**src/rtl/traffic_matrix_ctrl.sv**
```systemverilog
// Pedestrian-signal dot-matrix controller: row scan, ROM column mux,
// frame animation and WALK/FLASH/STOP timing with push-button shortcut.
// Ports: clk, rst_n (sync, active-low), ped_req, pat_walk0..2, pat_stop in;
//   row_bin, row_sel, col_out, led_green, led_red out.
// Optional: define TRAFFIC_COUNTDOWN_EN to add registered sec_left_bcd output.
module traffic_matrix_ctrl #(
   parameter int SCAN_DIV    = 5000,
   parameter int TICK_DIV    = 50000000,
   parameter int ANIM_FRAMES = 8,
   parameter int WALK_TIME   = 20,
   parameter int FLASH_TIME  = 5,
   parameter int STOP_TIME   = 30,
   parameter int SHORT_TIME  = 3
) (
   input  logic        clk,
   input  logic        rst_n,
   input  logic        ped_req,
   input  logic [15:0] pat_walk0,
   input  logic [15:0] pat_walk1,
   input  logic [15:0] pat_walk2,
   input  logic [15:0] pat_stop,
   output logic [3:0]  row_bin,
   output logic [15:0] row_sel,
   output logic [15:0] col_out,
   output logic        led_green,
   output logic        led_red
`ifdef TRAFFIC_COUNTDOWN_EN
   ,
   output logic [7:0]  sec_left_bcd
`endif
);

   localparam int SW = (SCAN_DIV > 1) ? $clog2(SCAN_DIV) : 1;
   localparam int TW = (TICK_DIV > 1) ? $clog2(TICK_DIV) : 1;
   localparam int AW = (ANIM_FRAMES > 1) ? $clog2(ANIM_FRAMES) : 1;

   typedef enum logic [1:0] {
      ST_STOP,
      ST_WALK,
      ST_FLASH
   } state_t;

   state_t        state_q, state_d;
   logic [6:0]    sec_q, sec_d;
   logic [1:0]    frame_q, frame_d;
   logic [AW-1:0] anim_q, anim_d;
   logic [SW-1:0] scan_cnt;
   logic [TW-1:0] tick_cnt;
   logic          scan_tc;
   logic          frame_done;
   logic          tick;
   logic          blank;
   logic [15:0]   pat;

   assign scan_tc    = (scan_cnt == SW'(SCAN_DIV - 1));
   assign frame_done = scan_tc && (row_bin == 4'd15);
   assign tick       = (tick_cnt == TW'(TICK_DIV - 1));

   // Row scan and the free-running second prescaler; neither is ever
   // held off by the state machine.
   always_ff @(posedge clk) begin
      if (!rst_n) begin
         scan_cnt <= '0;
         tick_cnt <= '0;
         row_bin  <= 4'd0;
         row_sel  <= 16'h0001;
      end else begin
         tick_cnt <= tick ? '0 : tick_cnt + 1'b1;
         if (scan_tc) begin
            scan_cnt <= '0;
            row_bin  <= row_bin + 4'd1;
            // Rotating the one-hot keeps it aligned with row_bin + 1.
            row_sel  <= {row_sel[14:0], row_sel[15]};
         end else begin
            scan_cnt <= scan_cnt + 1'b1;
         end
      end
   end

   always_ff @(posedge clk) begin
      if (!rst_n) begin
         state_q <= ST_STOP;
         sec_q   <= 7'(STOP_TIME);
         frame_q <= 2'd0;
         anim_q  <= '0;
      end else begin
         state_q <= state_d;
         sec_q   <= sec_d;
         frame_q <= frame_d;
         anim_q  <= anim_d;
      end
   end

   always_comb begin
      state_d = state_q;
      sec_d   = sec_q;
      frame_d = frame_q;
      anim_d  = anim_q;
      unique case (state_q)
         ST_STOP: begin
            // The button shortcut takes priority over a same-cycle tick.
            if (ped_req && (sec_q > 7'(SHORT_TIME))) begin
               sec_d = 7'(SHORT_TIME);
            end else if (tick) begin
               if (sec_q == 7'd1) begin
                  state_d = ST_WALK;
                  sec_d   = 7'(WALK_TIME);
                  frame_d = 2'd0;
                  anim_d  = '0;
               end else begin
                  sec_d = sec_q - 7'd1;
               end
            end
         end
         ST_WALK: begin
            if (frame_done) begin
               if (anim_q == AW'(ANIM_FRAMES - 1)) begin
                  anim_d  = '0;
                  frame_d = (frame_q == 2'd2) ? 2'd0 : frame_q + 2'd1;
               end else begin
                  anim_d = anim_q + 1'b1;
               end
            end
            if (tick) begin
               if (sec_q == 7'd1) begin
                  state_d = ST_FLASH;
                  sec_d   = 7'(FLASH_TIME);
                  frame_d = 2'd0;
                  anim_d  = '0;
               end else begin
                  sec_d = sec_q - 7'd1;
               end
            end
         end
         ST_FLASH: begin
            frame_d = 2'd0;
            if (tick) begin
               if (sec_q == 7'd1) begin
                  state_d = ST_STOP;
                  sec_d   = 7'(STOP_TIME);
               end else begin
                  sec_d = sec_q - 7'd1;
               end
            end
         end
         default: state_d = ST_STOP;
      endcase
   end

   // Dark on even seconds while flashing.
   assign blank     = (state_q == ST_FLASH) && !sec_q[0];
   assign led_red   = (state_q == ST_STOP);
   assign led_green = (state_q == ST_WALK) ||
                      ((state_q == ST_FLASH) && sec_q[0]);

   always_comb begin
      pat = pat_stop;
      case (state_q)
         ST_WALK: begin
            case (frame_q)
               2'd1:    pat = pat_walk1;
               2'd2:    pat = pat_walk2;
               default: pat = pat_walk0;
            endcase
         end
         ST_FLASH: pat = pat_walk0;
         default:  pat = pat_stop;
      endcase
      col_out = pat & {16{~blank}};
   end

`ifdef TRAFFIC_COUNTDOWN_EN
   function automatic logic [7:0] to_bcd(input logic [6:0] v);
      return {4'(v / 7'd10), 4'(v % 7'd10)};
   endfunction

   // Tracks sec_d so the BCD and sec_left change on the same edge.
   always_ff @(posedge clk) begin
      if (!rst_n) sec_left_bcd <= to_bcd(7'(STOP_TIME));
      else        sec_left_bcd <= to_bcd(sec_d);
   end
`endif

endmodule
```
**config.mk**
```make
export PLATFORM = sky130hd
export DESIGN_NAME = traffic_matrix_ctrl
export DESIGN_NICKNAME = d
export VERILOG_FILES = /design/src/rtl/traffic_matrix_ctrl.sv
export SDC_FILE = /design/constraint.sdc
export NUM_CORES = 1
export LEC_CHECK = 0
export ABC_AREA = 1
export BUFFER_PORTS_ARGS = -buffer_cell sky130_fd_sc_hd__buf_2
export CAP_MARGIN = 25
export CORE_MARGIN = 2
export CORE_UTILIZATION = 40
export CTS_CLUSTER_DIAMETER = 80
export DETAILED_ROUTE_END_ITERATION = 8
export PLACE_DENSITY = 0.72
export SYNTH_ARGS = -nofsm -noshare
export SYNTH_HDL_FRONTEND = slang
export SYNTH_SLANG_ARGS = --single-unit
```
**constraint.sdc**
```tcl
create_clock -name clk -period 2.05 [get_ports clk]
set_clock_uncertainty 0.05 [all_clocks]
set_input_delay 0.41 -clock clk [delete_from_list [all_inputs] [get_ports clk]]
set_output_delay 0.41 -clock clk [all_outputs]
set_load 0.01 [all_outputs]
```
Word level (Yosys, flattened, before mapping)
Cells that the tools add are included.

storage, ports and cells
  logic and storage cells = 83
  bits of input ports = 67
  output and inout port bits = 38
  flip-flop bits (word level) = 73

operators by class
  reduce and logical (&&, ||, !) cells = 15
  $add $sub $neg = 6
  order comparisons = 1
  mux-type cells = 33
  equality and inequality tests = 17
  bitwise logic cells = 3

operators with widths
  cell                     count
  $pmux W16 S2             2
  $mux W7                  7
  $add A26 B1 Y26 const B  1
  $eq A26 B26 Y1 const B   1
  $mux W2                  13
  $mux W3                  7
  $pmux W7 S3              1
  $and A16 B16 Y16         1
  $add A13 B1 Y13 const B  1
  $eq A13 B13 Y1 const B   1
  $pmux W2 S3              2
  $reduce_and A4 Y1        3
  $ne A2 B2 Y1 const B     5
  $eq A7 B1 Y1 const B     1
  $gt A7 B2 Y1 const B     1
  $reduce_and A7 Y1        1
  $sub A7 B1 Y7 const B    1
  $pmux W3 S2              1
  $add A4 B1 Y4 const B    1
  $eq A2 B1 Y1 const B     2
  $eq A2 B2 Y1 const B     2
  $eq A4 B4 Y1 const B     1
  $logic_and A1 B1 Y1      4
  $ne A2 B1 Y1 const B     2
  11 further kinds         13

Logic depth before layout (Yosys ltp)
Gate-level depths: netlist of run 1.

  depth after elaboration = 7
  gate-level depth with buffers = 13
  depth with buffers taken out = 13

Worst setup path before layout of run 1
OpenSTA, ideal clock, no wires.

  path type = reg-to-output
  start = reg frame_q[0]
  end = out col_out[10]
  path buffers = 1
  arrival time = 1.554 ns
  setup slack = 0.036 ns
  stages on the path, launching flop included = 7
  required time = 1.590 ns
  cell sequence = dfxtp_1 > inv_1 > ha_1 > clkbuf_1 > o21ai_0 > a31o_2 > a21oi_1

between the ends
  cells in the longest elaborated chain, start to end = 4

RTL lines
  element                                              line  RTL
  from (decl)                                          45    logic [1:0] frame_q, frame_d;
  from (signal assigned)                               89    frame_q <= frame_d;
  $eq A2 B2 Y1 / $eq A2 B1 Y1 (equally long branches)  160   case (frame_q)
  $pmux W16 S2 (*)                                     160
  $pmux W16 S2 (*)                                     158   case (state_q)
  $and A16 B16 Y16 (*)                                 169   col_out = pat & {16{~blank}};
  to (decl)                                            24    output logic [15:0] col_out,

Every way passes the cells marked *; elsewhere a longest branch is shown, timed or not.

Worst setup path after layout of run 1
  start = reg frame_q[1]
  end = out col_out[0]

The elaborated chain is that of the path after synthesis.

==> results.json, run 1 <==
{
  "outcome": "complete, but fails checks",
  "violations": "negative setup slack",
  "holdCritPathClass": "register to register",
  "timing.final.crit_share_pct": 110,
  "cts_buffers": 9,
  "overflow": 0,
  "finalSetupViolCount": 16,
  "cts_tree": "built",
  "clockBufferDepth": 2,
  "crit_end": "col_out[0]",
  "vias": 4841,
  "ctsHoldBuffers": 0,
  "syn_inst": 683,
  "finalHoldViolCount": 0,
  "synth_seq_cells": 73,
  "totalWireLength_mm": 11.7,
  "grt_max_degree": 27,
  "rrSetupSlack_ns": 0.22,
  "power.share.switching_pct": 23.8,
  "area_delta_synth_final_pct": 28.0,
  "fin_ws_ns": -0.203,
  "yosysTopAreaCell": "dfxtp_1",
  "post-route-util_pct": 52.5,
  "clk_latency_ns": 0.36,
  "die_x_um": 109,
  "finalPower_mw": 2.96,
  "synth_nets": 765,
  "p_seq_share_pct": 49.0,
  "layout_min_cycle_time_ns": 2.25,
  "worstPathRequired_ns": 1.59,
  "path_clk_slew_ns": 0.08,
  "ant_nets": 0,
  "intPower_mw": 2.26,
  "p_comb_share_pct": 7.7,
  "design_area_sq_um": 5690,
  "power.leakage_nw": 2.29,
  "place_inst": 926,
  "track_usage_pct": 19.6,
  "reg2reg_depth": 10,
  "numPortBuffers": 104,
  "peakVddDrop_v": 0.000414,
  "r2r-start": "scan_cnt[0]",
  "antenna_cells": 0,
  "arrival_ns": 1.79,
  "first_pass_iters": 5,
  "drive_above_1_share_pct": 24.7,
  "avgSynthCellArea_sq_um": 6.51,
  "place.gp.congestion": 0.863,
  "synthMostInstantiatedCell": "nand2_1",
  "numClockSinks": 73,
  "power.switching_mw": 0.704,
  "cts_root_buf": "clkbuf_8",
  "hpwl_mm": 8.60,
  "drtIter0Drc": 355,
  "place_area_sq_um": 5270,
  "syn_area_sq_um": 4440,
  "cp-end-kind": "primary output",
  "min_path_cells": 1,
  "critical_path_class": "register to primary output",
  "cts_htree_levels": 3,
  "ys_top_cells_by_count": "nand2_1 (159), a21oi_1 (81), nor2_1 (79), inv_1 (76), dfxtp_1 (73)",
  "antenna_found_initial": 0,
  "start_util_pct": 41.0,
  "worst_slew_pin_slew_ns": 0.778,
  "ys_top_cells_by_area": "dfxtp_1 (33%), nand2_1 (13%), a21oi_1 (9.1%), nor2_1 (6.7%), inv_1 (6.4%)",
  "synth_edf_count": 0,
  "power_density_nw_per_um2": 521,
  "r2r_end": "scan_cnt[10]",
  "coreArea_sq_um": 10800,
  "cap_violations": 0,
  "yosys_most_used_dff": "dfxtp_1",
  "via_per_inst": 5.12,
  "yosysSeqAreaShare_pct": 32.9,
  "start_kind": "register",
  "die_area_sq_um": 12000,
  "grt_pass1_vias": 4346,
  "wl_per_cell_um": 12.3,
  "clkPwrFrac_pct": 43.3,
  "nets": 882,
  "setup_tns_ns": -2.57,
  "cp_max_fo": 8,
  "slew_violations": 0,
  "rows": 38,
  "synthArstFlopShare_pct": 0,
  "relSlewSlack_pct": 48.1,
  "place_ws_ns": 0.00906,
  "fmax_ghz": 0.444,
  "synth_top_area_share_pct": 32.9,
  "layout.cells.non_filler": 945,
  "drc": 0,
  "critPathLaunch": "frame_q[1]",
  "die_h_um": 109,
  "synth_cell_type_count": 35,
  "ios": 105,
  "rsz0062_at_grt": "true",
  "nFillCells": 1088,
  "grt_pass1_wl_mm": 18.9,
  "hold_ws_ns": 0.405,
  "synth-warning-count": 0
}
worst min path at each step:
stage                           start           to
final                     tick_cnt[0]  tick_cnt[0]
after global routing            rst_n     sec_q[1]
after CTS                 tick_cnt[0]  tick_cnt[0]
after detailed placement  tick_cnt[0]  tick_cnt[0]
after global placement    tick_cnt[0]  tick_cnt[0]
after floorplan           tick_cnt[0]  tick_cnt[0]
area by class of cell:
| cell class | count | area (sq um) | share of cell area [%] |
|---|---|---|---|
| tap | 140 | 175 | 3.08 |
| timing repair buffer | 128 | 800 | 14.1 |
| clock buffer | 10 | 138 | 2.42 |
| clock inverter | 6 | 90.1 | 1.58 |
| multi-input combinational | 511 | 2720 | 47.8 |
| inverter | 77 | 292 | 5.13 |
| sequential | 73 | 1470 | 25.9 |
cell families after synthesis:
| logic type | count (synthesis) | share of synthesized area (%) |
|---|---|---|
| fa+ha+maj | 15 | 4.22 |
| buf+inv | 99 | 8.59 |
| xor+xnor | 7 | 1.38 |
| flops | 73 | 32.9 |
| simple gates | 333 | 32.8 |
| compound gates | 156 | 20.1 |
power by group through the flow:
stage          clock (mW)  sequential, mW  combinational [mW]
2_1_floorplan           0            1.48               0.110
3_3_place_gp            0            1.49               0.221
3_5_place_dp            0            1.49               0.221
4_1_cts              1.32            1.45               0.224
5_1_grt              1.38            1.46               0.259
6_report             1.28            1.45               0.229
critical path, stage by stage, from the launching register on:
cell and delay [ns]:
dfxtp_4 0.37, inv_4 0.05, ha_4 0.29, inv_2 0.08, a221o_1 0.29, o211ai_1 0.11
a21oi_1 0.09, buf_2 0.15
timing repair:
action	4_1_cts	5_1_grt
resized for setup	20	29
pin swaps	1	0
cloned	1	0
endpoints found under the setup margin	17	29
buffers inserted	2	0
state kept, by name, summed over array words and instances, names as in the netlist:
name      flops
anim_q        3
frame_q       2
row_bin       4
row_sel      16
scan_cnt     13
sec_q         7
state_q       2
tick_cnt     26
placed cells by master (no fill, tap or decap), types with 5 or more instances in the layout:
cell,count
clkbuf_8,10
a21oi_1,73
inv_1,70
nor2_2,5
o21ai_0,34
inv_2,5
dfxtp_1,68
xor2_1,6
buf_12,5
nand2_1,158
o21ai_1,8
nor2_1,76
a21oi_2,8
o211ai_1,10
buf_2,104
ha_1,9
nor3_1,18
buf_4,16
ha_4,5
a31o_2,8
nand3_1,39
a221o_1,8
nand4_1,12
metal layers:
layer | vias to the layer above | GRT usage, % | routed length, um
met5 | - | 0 | 0
met4 | 0 | 5.79 | 170
met3 | 18 | 5.28 | 607
met2 | 134 | 31.4 | 5450
met1 | 2184 | 25.8 | 5430
li1 | 2505 | - | -
(Power assumes the default switching activity.)
==> inputs of run 2 (changes only) <==
Settings changed: BUFFER_PORTS_ARGS -buffer_cell sky130_fd_sc_hd__buf_2 to default, DONT_BUFFER_PORTS from default to 1, PLACE_DENSITY 0.72 to default.
==> run 2 against run 1 <==
  * The flow still finishes with violations (negative setup slack)
  * Critical path depth did not move
  * Final area fell by 6.7%
  * Worst setup slack improved by 0.080 ns
  * Clock-buffer cell count did not move
  * First-iteration DRC count fell by 33%
  * Routed wire length rose by 0.33%
  * Combinational power fell by 32%
  * Sequential power barely moved
  * Non-clock buffer count fell by 94
  * Via count fell by 5.9%
  * Critical endpoint is now col_out[4]
  * Largest power group unchanged
  * Highest routed layer unchanged
==> results.json, run 2 (synthesis gave the netlist of run 1 again) <==
{
  "cts_buffers": 9,
  "grt_max_degree": 21,
  "numClockSinks": 73,
  "first_pass_iters": 6,
  "outcome": "complete, but fails checks",
  "relSlewSlack_pct": 69.6,
  "coreArea_sq_um": 10800,
  "worst_slew_pin_slew_ns": 0.455,
  "drtIter0Drc": 239,
  "grt_pass1_wl_mm": 18.9,
  "via_per_inst": 5.36,
  "cts_root_buf": "clkbuf_8",
  "violations": "negative setup slack",
  "top_layer": "met4",
  "cts_tree": "built",
  "rows": 38,
  "antenna_found_initial": 0,
  "critical_path_class": "register to primary output",
  "cap_violations": 0,
  "drive_above_1_share_pct": 16.2,
  "timing.final.crit_share_pct": 106,
  "place.gp.congestion": 0.824,
  "met3_length_um": 708,
  "die_area_sq_um": 12000,
  "final_cell_mix": "nand2_1 (158), nor2_1 (74), inv_1 (72)",
  "die_h_um": 109,
  "largest_register_ffs": 26,
  "hpwl_mm": 8.37,
  "place_ws_ns": 0.0214,
  "cts_htree_levels": 3,
  "clk_latency_ns": 0.35,
  "design_area_sq_um": 5300,
  "finalHoldViolCount": 0,
  "grt_pass1_vias": 4187,
  "power.leakage_nw": 1.90,
  "layout_min_cycle_time_ns": 2.17,
  "cp_max_fo": 6,
  "regMostFlops": "tick_cnt",
  "wl_met1_mm": 5.38,
  "totalWireLength_mm": 11.7,
  "holdCritPathClass": "input pin to register",
  "wl_per_cell_um": 13.8,
  "die_x_um": 109,
  "overflow": 0,
  "start_util_pct": 41.0,
  "finalSetupViolCount": 17,
  "cp-end-kind": "primary output",
  "place_inst": 827,
  "vias": 4554,
  "path_clk_slew_ns": 0.07,
  "rrSetupSlack_ns": 0.20,
  "antenna_cells": 0,
  "slew_violations": 0,
  "track_usage_pct": 19.3,
  "hold_ws_ns": 0.122,
  "area_delta_synth_final_pct": 19.4,
  "wl_met2_mm": 5.48,
  "worstPathRequired_ns": 1.59,
  "power_density_nw_per_um2": 509,
  "drc": 0,
  "rsz0062_at_grt": "true",
  "numPortBuffers": 0,
  "fmax_ghz": 0.460,
  "layout.cells.non_filler": 850,
  "ant_nets": 0,
  "ctsHoldBuffers": 0,
  "fin_ws_ns": -0.122,
  "arrival_ns": 1.71,
  "clockBufferDepth": 2,
  "ios": 105,
  "start_kind": "register",
  "post-route-util_pct": 48.9,
  "peakVddDrop_v": 0.000476,
  "place_area_sq_um": 4770,
  "nets": 788,
  "top_regs": "tick_cnt x26, row_sel x16, scan_cnt x13",
  "final_common_cell": "nand2_1"
}
-- run 2: worst paths after layout --
kind	endpoint	cells after the start	startpoint
max reg2reg	scan_cnt[10]	10	scan_cnt[0]
min	sec_q[2]	1	rst_n
min reg2reg	tick_cnt[0]	1	tick_cnt[0]
max	col_out[4]	7	frame_q[0]
-- run 2: through the flow --
step	power [mW]	TNS (ns)
after detailed placement	1.63	0
after global routing	2.81	-2.73
after global placement	1.62	0
final	2.70	-1.45
after floorplan	1.59	0
after CTS	2.74	-1.25
-- run 2: layer usage --
metal	vias to the layer above	GRT usage, %
met5	-	0
met4	0	5.15
met3	15	5.57
met2	126	30.6
met1	2088	25.7
li1	2325	-
-- run 2: layout make-up --
cell class | instances | area, sq um
fillers | 1081 | 5540
flip-flops and latches | 73 | 1470
multi-input cells | 511 | 2830
clock inverters | 5 | 57.6
clock buffers | 10 | 128
well taps | 140 | 175
repair buffers | 34 | 359
inverters | 77 | 294
-- run 2: critical path, stage by stage (launching register included) --
cell      delay [ns]
dfxtp_2         0.34
inv_2           0.05
buf_6           0.12
ha_4            0.18
buf_4           0.13
a221o_1         0.31
o211ai_1        0.12
a21oi_2         0.12
-- run 2: repair_timing --
item | CTS | global route
buffers inserted | 9 | 0
endpoints found under the hold margin | 0 | 0
gates cloned | 1 | 0
setup endpoints to repair | 16 | 37
pin swaps | 6 | 2
resized for setup | 52 | 27
-- run 2: power breakdown --
group | total, mW | leakage (nW) | internal (mW) | switching [mW]
Clock | 1.09 | 0.0961 | 0.556 | 0.535
Combinational | 0.156 | 1.21 | 0.0580 | 0.0983
Sequential | 1.46 | 0.592 | 1.44 | 0.0196
